==> src/rtl/arb_pkg.sv <==
// Shared types and default sizing for the round-robin grant arbiter.
package arb_pkg;

    typedef enum logic {
        IDLE  = 1'b0,
        GRANT = 1'b1
    } arb_state_t;

    localparam int ARB_N        = 8;
    localparam int ARB_MAX_HOLD = 16;

endpackage

==> src/rtl/rr_pick.sv <==
// Combinational rotate-priority selector: the first set request at or above ptr wins,
// wrapping from N-1 back to 0.
module rr_pick
    import arb_pkg::*;
#(
    parameter int N    = ARB_N,
    parameter int IDXW = $clog2(N)
) (
    input  logic [N-1:0]    req,
    input  logic [IDXW-1:0] ptr,
    output logic [N-1:0]    sel,
    output logic [IDXW-1:0] sel_idx
);

    logic [N-1:0] rot;
    logic [N-1:0] pick;
    int           k;

    // Rotate so ptr lands on bit 0, keep the lowest set bit, then map it back.
    always_comb begin
        rot     = '0;
        pick    = '0;
        sel     = '0;
        sel_idx = '0;
        k       = 0;
        for (int i = 0; i < N; i++) begin
            k = i + int'(ptr);
            if (k >= N) k = k - N;
            rot[i] = req[IDXW'(k)];
        end
        pick = rot & (~rot + N'(1));
        for (int i = 0; i < N; i++) begin
            k = i + int'(ptr);
            if (k >= N) k = k - N;
            if (pick[i]) begin
                sel[IDXW'(k)] = 1'b1;
                sel_idx       = IDXW'(k);
            end
        end
    end

endmodule

==> src/rtl/rr_grant_arbiter.sv <==
// Round-robin arbiter issuing a registered one-hot grant that is held until the owner
// releases it, with a hold timer that force-revokes stuck owners.
module rr_grant_arbiter
    import arb_pkg::*;
#(
    parameter int N        = ARB_N,
    parameter int IDXW     = $clog2(N),
    parameter int MAX_HOLD = ARB_MAX_HOLD,
    parameter int HOLD_W   = $clog2(MAX_HOLD + 1)
) (
    input  logic            clk,
    input  logic            reset_n,
    input  logic [N-1:0]    req,
    input  logic            done,
    output logic [N-1:0]    gnt,
    output logic [IDXW-1:0] gnt_idx,
    output logic            gnt_valid,
    output logic            timeout
);

    arb_state_t        state, state_nxt;
    logic [IDXW-1:0]   ptr, ptr_nxt;
    logic [HOLD_W-1:0] hold_cnt, hold_nxt;
    logic [N-1:0]      gnt_nxt;
    logic [IDXW-1:0]   gnt_idx_nxt;
    logic              timeout_nxt;
    logic [N-1:0]      sel;
    logic [IDXW-1:0]   sel_idx;
    logic              owner_req;
    logic              hold_max;

    rr_pick #(
        .N    (N),
        .IDXW (IDXW)
    ) u_pick (
        .req     (req),
        .ptr     (ptr),
        .sel     (sel),
        .sel_idx (sel_idx)
    );

    always_ff @(posedge clk or negedge reset_n) begin
        if (!reset_n) begin
            state    <= IDLE;
            ptr      <= '0;
            hold_cnt <= '0;
            gnt      <= '0;
            gnt_idx  <= '0;
            timeout  <= 1'b0;
        end else begin
            state    <= state_nxt;
            ptr      <= ptr_nxt;
            hold_cnt <= hold_nxt;
            gnt      <= gnt_nxt;
            gnt_idx  <= gnt_idx_nxt;
            timeout  <= timeout_nxt;
        end
    end

    // A timeout is flagged only when the hold limit alone ended the grant.
    always_comb begin
        state_nxt   = state;
        ptr_nxt     = ptr;
        hold_nxt    = hold_cnt;
        gnt_nxt     = gnt;
        gnt_idx_nxt = gnt_idx;
        timeout_nxt = 1'b0;
        owner_req   = req[gnt_idx];
        hold_max    = (hold_cnt == HOLD_W'(MAX_HOLD));
        case (state)
            IDLE: begin
                if (|req) begin
                    state_nxt   = GRANT;
                    gnt_nxt     = sel;
                    gnt_idx_nxt = sel_idx;
                    hold_nxt    = HOLD_W'(1);
                end
            end
            GRANT: begin
                if (done || !owner_req || hold_max) begin
                    state_nxt   = IDLE;
                    gnt_nxt     = '0;
                    gnt_idx_nxt = '0;
                    hold_nxt    = '0;
                    ptr_nxt     = (gnt_idx == IDXW'(N - 1)) ? '0 : gnt_idx + IDXW'(1);
                    timeout_nxt = hold_max && !done && owner_req;
                end else begin
                    hold_nxt = hold_cnt + HOLD_W'(1);
                end
            end
            default: state_nxt = IDLE;
        endcase
    end

    assign gnt_valid = |gnt;

endmodule

==> config.mk <==
export PLATFORM = sky130hd
export DESIGN_NAME = rr_grant_arbiter
export DESIGN_NICKNAME = d
export VERILOG_FILES = /design/src/rtl/arb_pkg.sv /design/src/rtl/rr_pick.sv /design/src/rtl/rr_grant_arbiter.sv
export SDC_FILE = /design/constraint.sdc
export NUM_CORES = 1
export LEC_CHECK = 0
export CELL_PAD_IN_SITES_DETAIL_PLACEMENT = 0
export CELL_PAD_IN_SITES_GLOBAL_PLACEMENT = 1
export CORE_MARGIN = 5
export CORE_UTILIZATION = 27
export CTS_BUF_LIST = sky130_fd_sc_hd__clkbuf_8
export CTS_CLUSTER_SIZE = 28
export DETAILED_ROUTE_END_ITERATION = 7
export GPL_TIMING_DRIVEN = 0
export HOLD_SLACK_MARGIN = 0.06
export PLACE_DENSITY_LB_ADDON = 0.25
export SLEW_MARGIN = 30
export SYNTH_ARGS = -nofsm -noshare
export SYNTH_HDL_FRONTEND = slang
export SYNTH_SLANG_ARGS = --single-unit
==> constraint.sdc <==
create_clock -name clk -period 4.74 [get_ports clk]
set_clock_uncertainty 0.2 [all_clocks]
set_input_delay 1.422 -clock clk [delete_from_list [all_inputs] [get_ports clk]]
set_output_delay 1.422 -clock clk [all_outputs]
set_load 0.05 [all_outputs]
==> results of run 1 <==
-- flip-flops by register name (all words and copies together), names as in the netlist --
register  cells
hold_cnt      5
ptr           3
gnt_idx       3
gnt           8
timeout       1
state         1
-- critical path: stages, from the launching register on --
cell and delay (ns):
sky130_fd_sc_hd__dfrtp_1 0.39, sky130_fd_sc_hd__buf_4 0.19, sky130_fd_sc_hd__inv_1 0.14, sky130_fd_sc_hd__buf_2 0.36
sky130_fd_sc_hd__ha_1 0.19, sky130_fd_sc_hd__buf_2 0.21, sky130_fd_sc_hd__clkbuf_1 0.43, sky130_fd_sc_hd__mux4_2 0.45
sky130_fd_sc_hd__mux2i_1 0.50, sky130_fd_sc_hd__nand3_1 0.24, sky130_fd_sc_hd__nor3_1 0.51, sky130_fd_sc_hd__a32oi_1 0.19
sky130_fd_sc_hd__o31ai_1 0.11
-- cells in the final DEF, fill, tap and decap left out, drive strengths merged, types with 3 or more instances in the layout --
master and instances:
o41ai 3, mux4 16, a32o 3, dfrtp 21, a21o 5, a22o 3, o21ai 8, ha 11
o31ai 6, xnor2 3, a32oi 5, inv 10, a21oi 6, nor4 9, clkdlybuf4s50 22, clkbuf 6
a211oi 3, buf 8, mux2i 13, nor2 12, nor3 7, nand2 22, nand3 6, mux2 3
-- cells in the mapped netlist, types with 5 or more instances --
library cell              count  area, sq um
sky130_fd_sc_hd__a21o_1       5        37.54
sky130_fd_sc_hd__a21oi_1      6        30.03
sky130_fd_sc_hd__a32oi_1      5        43.79
sky130_fd_sc_hd__dfrtp_1     21        525.5
sky130_fd_sc_hd__ha_1        11        137.6
sky130_fd_sc_hd__inv_1       10        37.54
sky130_fd_sc_hd__mux2i_1     10        100.1
sky130_fd_sc_hd__mux4_2      16        360.4
sky130_fd_sc_hd__nand2_1     22        82.58
sky130_fd_sc_hd__nand3_1      5        25.02
sky130_fd_sc_hd__nor2_1      12        45.04
sky130_fd_sc_hd__nor3_1       7        35.03
sky130_fd_sc_hd__nor4_1       9        56.30
sky130_fd_sc_hd__o21ai_0      6        30.03
sky130_fd_sc_hd__o31ai_1      6        45.04
-- worst min-delay path by stage --
stage               cells past startpoint                     from                 end
finish                                  1  hold_cnt[3]$_DFFE_PN0P_   timeout$_DFF_PN0_
detailed placement                      1  hold_cnt[3]$_DFFE_PN0P_   timeout$_DFF_PN0_
floorplan                               1  hold_cnt[3]$_DFFE_PN0P_   timeout$_DFF_PN0_
CTS                                     1  hold_cnt[3]$_DFFE_PN0P_   timeout$_DFF_PN0_
global route                            2       gnt[5]$_DFFE_PN0P_  gnt[5]$_DFFE_PN0P_
global placement                        2       gnt[1]$_DFFE_PN0P_  gnt[1]$_DFFE_PN0P_
-- cell type report --
class	count	area (sq um)	area share, %
Clock buffer	3	41.29	1.574
Multi-Input combinational cell	179	1594	60.75
Sequential cell	21	525.5	20.03
Buffer	10	63.81	2.432
Clock inverter	1	5.005	0.1907
Inverter	10	37.54	1.431
Timing Repair Buffer	23	225.2	8.584
Tap cell	105	131.4	5.007
-- power by group through the flow --
stage / clock network, W / registers [W] / logic (W)
2_1_floorplan: 0 / 0.000353 / 0.00114
3_3_place_gp: 0 / 0.000293 / 0.00158
3_5_place_dp: 0 / 0.000294 / 0.00157
4_1_cts: 0.000123 / 0.000291 / 0.00158
5_1_grt: 0.000130 / 0.000300 / 0.00169
6_report: 0.000119 / 0.000289 / 0.00158
-- metrics by stage --
| step | utilization [%] | total power [W] | cell area (sq um) | setup WS [ns] |
|---|---|---|---|---|
| floorplan | - | 0.001492 | 2213 | 1.295 |
| global placement | 31.82 | 0.001875 | 2575 | 0.2643 |
| detailed placement | 31.82 | 0.001865 | 2575 | 0.3186 |
| CTS | 32.39 | 0.001994 | 2621 | 0.5404 |
| global route | 32.42 | 0.002123 | 2624 | 0.3270 |
| finish | 32.42 | 0.001987 | 2624 | 0.5381 |
-- kinds of logic (layout without fill, tap and decap cells) --
| family | count (synthesis) | count (layout) | synth area share (%) |
|---|---|---|---|
| simple gates | 68 | 68 | 15.77 |
| buf+inv | 20 | 47 | 4.579 |
| compound gates | 63 | 63 | 22.33 |
| mux | 32 | 32 | 25.38 |
| xor+xnor | 5 | 5 | 1.979 |
| fa+ha+maj | 11 | 11 | 6.218 |
| flops | 21 | 21 | 23.74 |
-- per-layer routing --
layer	share of wire, %	global-route usage (%)	vias up	wire length [microns]
li1	-	-	940	-
met1	48	17.73	983	3002
met2	47	19.62	52	2995
met3	4.5	2.076	2	283
met4	0.44	1.865	0	28
met5	0	0	-	0
==> summary.md, run 1 <==
The run finished with clean final reports. The clock network fraction of total power is 6.0%. TritonCTS built the clock tree. The share of layout cells above drive strength 1 is 16.60%. In this run the core area contains 33 standard-cell rows. Max-cap violations in this run came to 0. The logs give 0 for the number of buffers added to fix hold violations after cts and 2213 sq um for the cell area after synthesis. In the synthesized netlist the dominant register cell turns out to be sky130_fd_sc_hd__dfrtp_1. The starting density of the core was 27.35%; the number of buffers created by CTS was 3. Classification of the worst-slack hold path: reg -> reg. In this run, distinct cell masters in the synthesized netlist total 55. The core region is 8093 sq um. The tools report the HPWL after detailed placement as 4956 microns. The via count of the first global-routing pass was 1934; the number of port buffers was 23.

The filler cells instantiated in the layout total 863. In this run the critical register-to-register path is captured at gnt[6]$_DFFE_PN0P_. For this run, design rule violations remaining after detail routing come to 0. The placer congestion estimate was 0.8470. For the worst-skew pair, the clock arrives at the later sink with an insertion delay of 0.26 ns. The count of cells resized by post-cts repair was 0. Cell internal power was estimated by the tool at 0.0009259 W. The vias after detailed routing was 1977; the maximum clock rate was 238.0 MHz. For the length of the first detailed-routing pass in iterations, the log shows 5. The path depth of the worst reg2reg path was 12. In the routed layout, each cell is associated on average with a via count of 5.616. For this run, the number of Yosys warnings is 0. The tightest hold path in the finished design has a slack of 0.3272 ns.

Once layout is complete, the cells apart from fillers number 352. The initial antenna violation count is 0. The most critical setup path has its startpoint at ptr[0]$_DFFE_PN0P_. Global routing used 12.28% of the available tracks. The maximum number of pins on one net before global-route repair is 22, and the final period demand of the worst path is 4.202 ns. Setup violations remaining at the end of the flow were counted as 0. For the worst setup path, the data required time is 4.70 ns.

The clock passes through at most 2 buffers. The async set-reset flop share out of synthesis came out at 100.0%. The tools report the capturing instance or port of the critical path as gnt[6]$_DFFE_PN0P_.

The tools report the power spent charging and discharging nets as 0.001061 W. Global routing finished with a remaining overflow of 0. STA puts the critical path data arrival time at 4.16 ns. Per report_power, the sequential group accounts for 14.5% of the total.

After clock tree synthesis, the clock-pin slew on the worst setup and hold paths is 0.08 ns. The area growth from synthesis to layout is 18.54%. The floorplan step defined a die boundary enclosing 10110 sq um.

After routing, the total negative slack on setup checks comes to 0 ns. The share of total power dissipated in combinational logic is 79.5%. The logs give 270 for the number of nets in the layout and 1 for the H-tree level count. Origin of the critical flop-to-flop path: ptr[0]$_DFFE_PN0P_. VDD sags by at most 0.0002457 V. The cell total after placement is 348. The die is 100.5 microns tall. Setup slack on the worst reg-to-reg path comes out at 0.54 ns.

The run gives 0 as the number of nets with antenna violations after detailed routing. A synthesized cell averages 10.06 sq um. Yosys mapped a number of flops with a built-in enable equal to 0. The initial DRC count came out at 124. The share of the cycle needed by the critical path after routing works out to 88.65%.

The count of pins over their slew limit came out at 0. The switching portion of total power was 53.41%; the wire length per cell was 17.93 microns. The cell leakage power came out at 0.9948 nW.

The power per unit of standard cell area is 757.4 nW/um^2. Path type of the worst setup path: reg -> reg. The tools report the count of boundary I/O pins as 24.

For the TritonCTS sink count, the log shows 21. The number of antenna diodes in the final layout is 0. The logs give 6310 microns for the post-detailed-routing wire length and 10010 microns for the first-pass GRT wire length. The buffer count from post-CTS setup fixing was 0; the pin slew with the least headroom to its limit was 0.6640 ns. Relative slew slack: 55.40%. The worst setup path is captured at a flip-flop. The tree is rooted in a sky130_fd_sc_hd__clkbuf_8.

Setup repair after global routing left no endpoint under its margin. Synthesis inferred 21 register bits. From left edge to right edge, the die measures 100.5 microns. For this run, the register share of the synthesized area comes to 23.74%. Hold violation total from the final report: 0. The worst setup path is launched from a flip-flop.

Synthesis handed over a netlist of 220 instances. Synthesis produced a netlist with a net count of 242. Of all nets on the critical path, the largest fanout is 11.
No activity file was read; power rests on OpenSTA's default activity.
==> run 2: changes to the inputs <==
Settings changed: PLACE_DENSITY_LB_ADDON 0.25 to 0.2.
Clock period 4.74 ns to 3.7 ns, I/O delays scaled along.
==> run 2 against run 1 <==
Effect of this change: die area stayed put; final cell count is 1.4% higher; worst setup slack got worse by 0.32 ns; fmax rose by 21%; critical endpoint is now gnt_idx[0]$_DFFE_PN0P_; highest routed layer unchanged.
==> summary.md, run 2 (synthesis results as in run 1) <==
For the post-detailed-routing wire length, the log shows 6462 microns. STA classifies the critical path endpoint as a flip-flop. The capturing instance or port of the critical path is gnt_idx[0]$_DFFE_PN0P_. For the maximum number of pins on one net before global-route repair, the log shows 22.

Setup repair after global routing left no endpoint under its margin. The slowest stage of the critical path is the sky130_fd_sc_hd__mux4_2 cell. Critical path launch point: ptr[0]$_DFFE_PN0P_. Dividing the detail-routed via count by the number of cells gives 5.711. The number of gates on the worst path with buffers counted was 12. The final-report setup violation count is 0. The via count of the first global-routing pass was 2045.

Path depth of the worst reg2reg path: 12. The tools report the buffer type at the clock tree root as sky130_fd_sc_hd__clkbuf_8. The run gives 0 as the number of nets with antenna violations after detailed routing.

The longest clock path from root to sink contains 2 buffers. Pin slew with the least headroom to its limit: 0.6968 ns. The floorplan step defined a die boundary enclosing 10110 sq um. Power spread over the standard cell area amounts to 988.6 nW/um^2. The vias after detailed routing was 2039. The tools report the count of pins over their slew limit as 0. TritonCTS built the clock tree. The first global-routing pass estimated 10560 microns of wire. The HPWL after detailed placement is 4962 microns.

Routability-driven placement finished with a final weighted congestion of 0.8429. The tools report the number of buffers added to fix hold violations after cts as 0. Once layout is complete, the cells apart from fillers number 357. The number of port buffers works out to 23. The cell total after placement was 348.

Of all nets on the critical path, the largest fanout is 11. The largest registers in the layout are gnt: 8 flops, hold_cnt: 5 flops. The largest register by flop count is gnt. In the final routed layout, each cell accounts on average for 18.10 microns.

In this run, CTS created clock tree buffers numbering 3. The share of the cycle needed by the critical path after routing is 94.13%. The top cell types in the final layout, fill and taps aside, are sky130_fd_sc_hd__nand2_1, sky130_fd_sc_hd__dfrtp_1, sky130_fd_sc_hd__mux4_2. Initial DRC count: 144.

For the H-tree level count, the log shows 1. The first TritonRoute pass finished after 4 iterations. In this run the critical register-to-register path is launched from ptr[0]$_DFFE_PN0P_.

The floorplan row count was 33. The worst register-to-register path has a setup slack of 0.22 ns. The arrival time of the worst setup path was 3.44 ns; the initial antenna violation count was 0. The hold violation total from the final report is 0. The core region is 8093 sq um.

The logs give 12.98% for the total track usage and 0 for the number of antenna cells inserted. The fill cell instance count of the final layout is 865. The worst path in the final design needs a cycle of 3.483 ns, including I/O delays and setup. The run gives 24 as the count of boundary I/O pins. The area growth from synthesis to layout is 23.52%. The max-cap violation count was 0. At the end of the flow, the number of nets in the layout was 275. The starting density of the core came out at 27.35%. After global routing the overflow that remains totals 0. The DRC violations left was 0. The delay of the slowest critical-path stage came out at 0.53 ns. The total cell area at the placement stage came out at 2577 sq um. In this run the tightest slew margin relative to its limit is 53.04%. Leaving out fill and tap cells, the most frequent cell in the layout is sky130_fd_sc_hd__nand2_1.

The clock drives 21 sinks. The cell leakage power came out at 1.089 nW. The path class of the tightest hold or removal check is reg -> reg. The tools report the maximum clock rate as 287.1 MHz. Clock-pin slew was measured on the worst setup and hold paths at 0.08 ns.

From bottom edge to top edge, the die measures 100.5 microns. After layout, the design draws a total of 0.002703 W. The register with the most flip-flops in the layout has 8 of them. The combined buffer and inverter count along the critical path works out to 5.

Traced cell by cell, the critical path runs through buf_6, inv_2, buf_8, ha_1, buf_2, mux2i_1, mux4_2, a22oi_2, buf_4, a211oi_1, a2111o_1, a32o_1. Share of layout cells above drive strength 1: 21.43%. In this run the critical register-to-register path is captured at gnt_idx[0]$_DFFE_PN0P_. The flow ran to the end, and the final reports show no timing, DRC or antenna violations. Cell area after layout: 2734 sq um. Kind of start point of the critical path: a flip-flop. Clock latency on the worst-skew pair, taken at its later pin, is 0.26 ns.

Largest delay contributor family on the critical path: compound AO/OA/AOI/OAI gates. At the worst endpoint, the required time is 3.65 ns. Across the VDD grid, the largest voltage drop is 0.0004879 V.

In this run the horizontal extent of the chip is 100.5 microns. Path type of the worst setup path: reg -> reg.
==> run 2: cell count changes in the layout (fill, tap and decap cells not counted), sizes merged <==
cell           previous run  this run
buf                       8        14
clkbuf                    6         5
clkdlybuf4s50            22        14
clkinv                    1         0
dlygate4sd2               0         1
dlymetal6s2s              0         7
inv                      10        11
==> run 2: stage by stage <==
stage	util, %	worst slack, ns	setup TNS (ns)	hold WS, ns
floorplan	-	0.2549	0	0.2903
global placement	31.82	-0.5372	-5.211	0.3130
detailed placement	31.85	-0.4707	-4.434	0.3181
CTS	33.06	0.009352	0	0.3365
global route	33.78	0.03085	0	0.3617
finish	33.78	0.2172	0	0.3275
==> run 2: what timing repair did <==
item                                    4_1_cts  5_1_grt
setup buffers                                 4        1
pin swaps                                     3        1
gates resized for setup                       7       20
endpoints found under the setup margin       11       11
==> run 2: tightest hold or removal path: stages (launching register included) <==
cell and delay [ns]:
sky130_fd_sc_hd__dfrtp_1 0.37, sky130_fd_sc_hd__a32oi_1 0.06, sky130_fd_sc_hd__o31ai_1 0.06
==> run 2: how the worst min path moves through the flow <==
stage	slack, ns	start	cells after the start	end
after floorplan	0.29	hold_cnt[3]$_DFFE_PN0P_	1	timeout$_DFF_PN0_
after global placement	0.31	gnt[0]$_DFFE_PN0P_	2	gnt[0]$_DFFE_PN0P_
after detailed placement	0.32	gnt[6]$_DFFE_PN0P_	2	gnt[6]$_DFFE_PN0P_
after CTS	0.34	gnt[6]$_DFFE_PN0P_	2	gnt[6]$_DFFE_PN0P_
after global routing	0.36	gnt[0]$_DFFE_PN0P_	2	gnt[0]$_DFFE_PN0P_
final	0.33	gnt[6]$_DFFE_PN0P_	2	gnt[6]$_DFFE_PN0P_
==> run 2: cell type report <==
class                           count  area [sq um]  share of cell area [%]
Clock inverter                      1         3.754                  0.1373
Sequential cell                    21         526.8                   19.27
Buffer                             10         85.08                   3.112
Tap cell                          105         131.4                   4.805
Clock buffer                        3         41.29                   1.510
Inverter                           10         37.54                   1.373
Timing Repair Buffer               28         279.0                   10.21
Multi-Input combinational cell    179          1629                   59.59
==> run 2: routing by layer <==
layer,GRT usage (%),up-vias,part of all wire (%)
met1,19.24,1015,49
li1,-,956,-
met2,20.08,62,46
met3,1.938,6,4.0
met4,2.591,0,1.4
met5,0,-,0
==> run 2: power by group <==
group / leakage, nW / switching, W / internal, W
clock network: 0.0269 / 0.0000758 / 0.0000739
logic: 0.786 / 0.00127 / 0.000918
registers: 0.277 / 0.0000734 / 0.000293
total: 1.09 / 0.00142 / 0.00128
==> run 3: changes to the inputs <==
Settings changed: CORE_ASPECT_RATIO set to 1.1, SLEW_MARGIN 30 to 40.
==> run 3 against run 2 <==
Effect of this change: cell area increased by 0.46%; clock power about the same; total power increased by 0.21%; sequential share of layout area decreased by 0.088 points; register-to-register slack got worse by 0.02 ns; die area about the same; global-route usage increased by 0.22 points; first-iteration DRC count increased by 5.6%; final cell count increased by 1.1%; via count decreased by 1.2%.
==> summary.md, run 3 (synthesis results as in run 1) <==
VDD sags by at most 0.0003862 V. The total internal power is 0.001302 W. Derived from the worst setup path, the maximum achievable clock frequency is 285.7 MHz.

The data required time of the worst path is 3.64 ns, and the area growth from synthesis to layout is 24.08%. Most utilized layer in the global route result: met2. The hold violation total from the final report was 0. For met3 alone, demand over resource in global routing was 1.941%. Final cell count without fillers: 361.

The delay of the slowest critical-path stage is 0.53 ns, and the total area of sequential cells is 526.8 sq um. The slowest library cell on the worst path was sky130_fd_sc_hd__mux4_2. The worst register-to-register path has a depth of 13. The critical path goes through buf_6, buf_6, inv_1, ha_1, clkbuf_4, mux2i_1, mux4_2, a22oi_2, buf_4, nor2_1, a222oi_1, buf_4, o21ai_0. In this run the deepest clock path goes through 2 buffers. The number of antenna diodes in the final layout is 0.

Across all register-to-register paths, the minimum setup slack is 0.20 ns. After detailed routing, the total wire length is 6421 microns. Summing internal, switching and leakage power gives 0.002708 W. Setup slack after placement: -0.4881 ns. In this run the cell area measured after placement is 2581 sq um.

Grouping stages by cell kind, the critical path spends the most delay in buffers and inverters. The startpoint identified for the worst hold timing path is gnt[1]$_DFFE_PN0P_. The buffer type at the clock tree root was sky130_fd_sc_hd__clkbuf_8. The logs give 152 for the initial DRC count and 0.3397 ns for the worst hold margin.

The run finished with clean final reports. After detailed routing, the number of vias per cell comes to 5.582. In this run, placement finished with an instance count of 351. The clock edge transition at the registers on the reported setup and hold paths is 0.08 ns, and the total track usage is 13.20%. The register with the most flip-flops in the layout has 8 of them. The final critical path takes up 94.61% of the cycle.

From left edge to right edge, the die measures 96.33 microns. The die covers 10110 sq um. The initial antenna violation count is 0. Across all layers, the routed design uses 2015 vias. The wire length per cell was 17.79 microns; the number of nets in the layout was 276. The tools report the combinational fraction of design power as 80.9%. Net switching is 51.93% of the power. The critical path starts at ptr[1]$_DFFE_PN0P_.

The first global-routing pass estimated 10680 microns of wire. The total overflow left after global routing is 0. The library cell used most frequently in the layout, excluding fill and tap cells, is sky130_fd_sc_hd__nand2_1.

Path type of the worst setup path: reg -> reg. The routed design could run at a clock period as short as 3.501 ns. The worst setup path is captured at a flip-flop. The vertical die dimension was 105.0 microns; the length of the first detailed-routing pass in iterations was 4. The arrival time of the worst setup path is 3.44 ns. The top cell types in the final layout, fill and taps aside, are sky130_fd_sc_hd__nand2_1, sky130_fd_sc_hd__dfrtp_1, sky130_fd_sc_hd__mux4_2. The tools report the DRC violations left as 0.

For this run, global-route usage on met2 was measured as 20.28%. Max-cap violation count: 0. The logs give 1628 sq um for the area occupied by multi-input gates and 48.89% for the relative slew slack. The finished cells cover 2746 sq um. The power per unit of standard cell area was 986.1 nW/um^2. The placer congestion estimate is 0.8207, and the number of buffers created by CTS is 3.

24 I/O pins were placed. The area of the core is 7955 sq um. Entering global routing, the biggest net connects 22 pins.

Buffers placed on the I/O ports in this run total 23. The worst hold path belongs to the class reg -> reg. In the final layout, the registers with the most flip-flops are gnt: 8 flops, hold_cnt: 5 flops.

The via count of the first global-routing pass is 2046. Setup slack on the critical path of the routed design comes to 0.1994 ns. The logs give 0 for the count of pins over their slew limit and 13.6% for the sequential share of power. Summed over all nets, the switching power comes to 0.001406 W. The share of layout cells above drive strength 1 works out to 21.34%. Clock tree synthesis found a total of 21 sinks. The run gives 1 as the H-tree level count. More flip-flops sit in one register than any other, and that register is gnt.

Once the floorplan was initialized, standard cells occupied 27.82% of the core. Summed over all cells, the static leakage comes to 1.103 nW. In this run the remaining antenna-violating nets after routing total 0.

For the floorplan row count, the log shows 34. The combined buffer and inverter count along the critical path was 6; the critical-path maximum fanout was 10. Setup repair after global routing left no endpoint under its margin. For the pin with the worst max-slew slack, the measured transition is 0.7584 ns. The clock network accounts for 5.6% of the total power. Along the worst hold path, the cell count comes to 2.

The tools report the kind of start point of the critical path as a flip-flop. Setup violations remaining at the end of the flow were counted as 0. TritonCTS built the clock tree. The filler cells instantiated in the layout total 844. The path with the worst hold slack has its endpoint at gnt[1]$_DFFE_PN0P_.

For met1 alone, demand over resource in global routing was 19.33%. Once detailed placement completed, the half-perimeter wirelength came to 4931 microns. In this run the critical register-to-register path is captured at gnt[5]$_DFFE_PN0P_. The clock reaches the later pin of the worst-skew pair after 0.26 ns. The worst register-to-register path begins at ptr[1]$_DFFE_PN0P_.
-- run 3: cell count changes in the layout (fill, tap and decap cells not counted) --
cell	before	now
sky130_fd_sc_hd__dlymetal6s2s_1	7	8
sky130_fd_sc_hd__clkbuf_4	0	1
sky130_fd_sc_hd__buf_6	4	3
sky130_fd_sc_hd__nor2_2	1	0
sky130_fd_sc_hd__buf_4	6	8
sky130_fd_sc_hd__inv_2	2	1
sky130_fd_sc_hd__inv_1	9	10
sky130_fd_sc_hd__buf_2	3	2
sky130_fd_sc_hd__nor2_1	11	12
sky130_fd_sc_hd__a22o_1	3	2
sky130_fd_sc_hd__dlygate4sd2_1	1	0
sky130_fd_sc_hd__a22o_2	0	1
-- run 3: worst max path at each step --
stage	to	slack [ns]	cells after the start
after floorplan	gnt_idx[1]$_DFFE_PN0P_	0.25	12
after global placement	gnt[7]$_DFFE_PN0P_	-0.53	12
after detailed placement	gnt[5]$_DFFE_PN0P_	-0.49	12
after CTS	gnt[1]$_DFFE_PN0P_	0.009	7
after global routing	gnt[5]$_DFFE_PN0P_	0.03	13
final	gnt[5]$_DFFE_PN0P_	0.20	13
-- run 3: power by group through the flow --
| stage | Clock, W | Combinational (W) | Sequential, W |
|---|---|---|---|
| floorplan | 0 | 0.00146 | 0.000452 |
| global placement | 0 | 0.00203 | 0.000371 |
| detailed placement | 0 | 0.00202 | 0.000372 |
| CTS | 0.000159 | 0.00210 | 0.000369 |
| global route | 0.000164 | 0.00238 | 0.000381 |
| finish | 0.000150 | 0.00219 | 0.000368 |
-- run 3: area by class of cell --
type,count,share of cell area (%)
Tap cell,108,4.920
Multi-Input combinational cell,179,59.27
Timing Repair Buffer,29,10.57
Inverter,10,1.367
Sequential cell,21,19.18
Clock inverter,1,0.1367
Clock buffer,3,1.503
Buffer,10,3.052
-- run 3: worst min-delay path, stage by stage (launching register included) --
cell                      delay, ns
sky130_fd_sc_hd__dfrtp_1       0.38
sky130_fd_sc_hd__nand2_1       0.06
sky130_fd_sc_hd__o31ai_1       0.06
-- run 3: per-stage QoR --
stage	utilization, %	TNS (ns)
after floorplan	-	0
after global placement	32.42	-5.180
after detailed placement	32.45	-4.523
after CTS	33.60	0
after global routing	34.52	0
final	34.52	0
-- run 3: layer usage --
layer / routed length (microns) / part of all wire (%)
met2: 3001 / 47
met1: 3068 / 48
met4: 124 / 1.9
met3: 226 / 3.5
met5: 0 / 0
-- run 3: timing repair --
item,in CTS,in global routing
endpoints found under the hold margin,0,0
pin swaps,3,0
endpoints found under the setup margin,11,11
buffers inserted,3,3
hold buffers,0,0
gates resized for setup,6,20
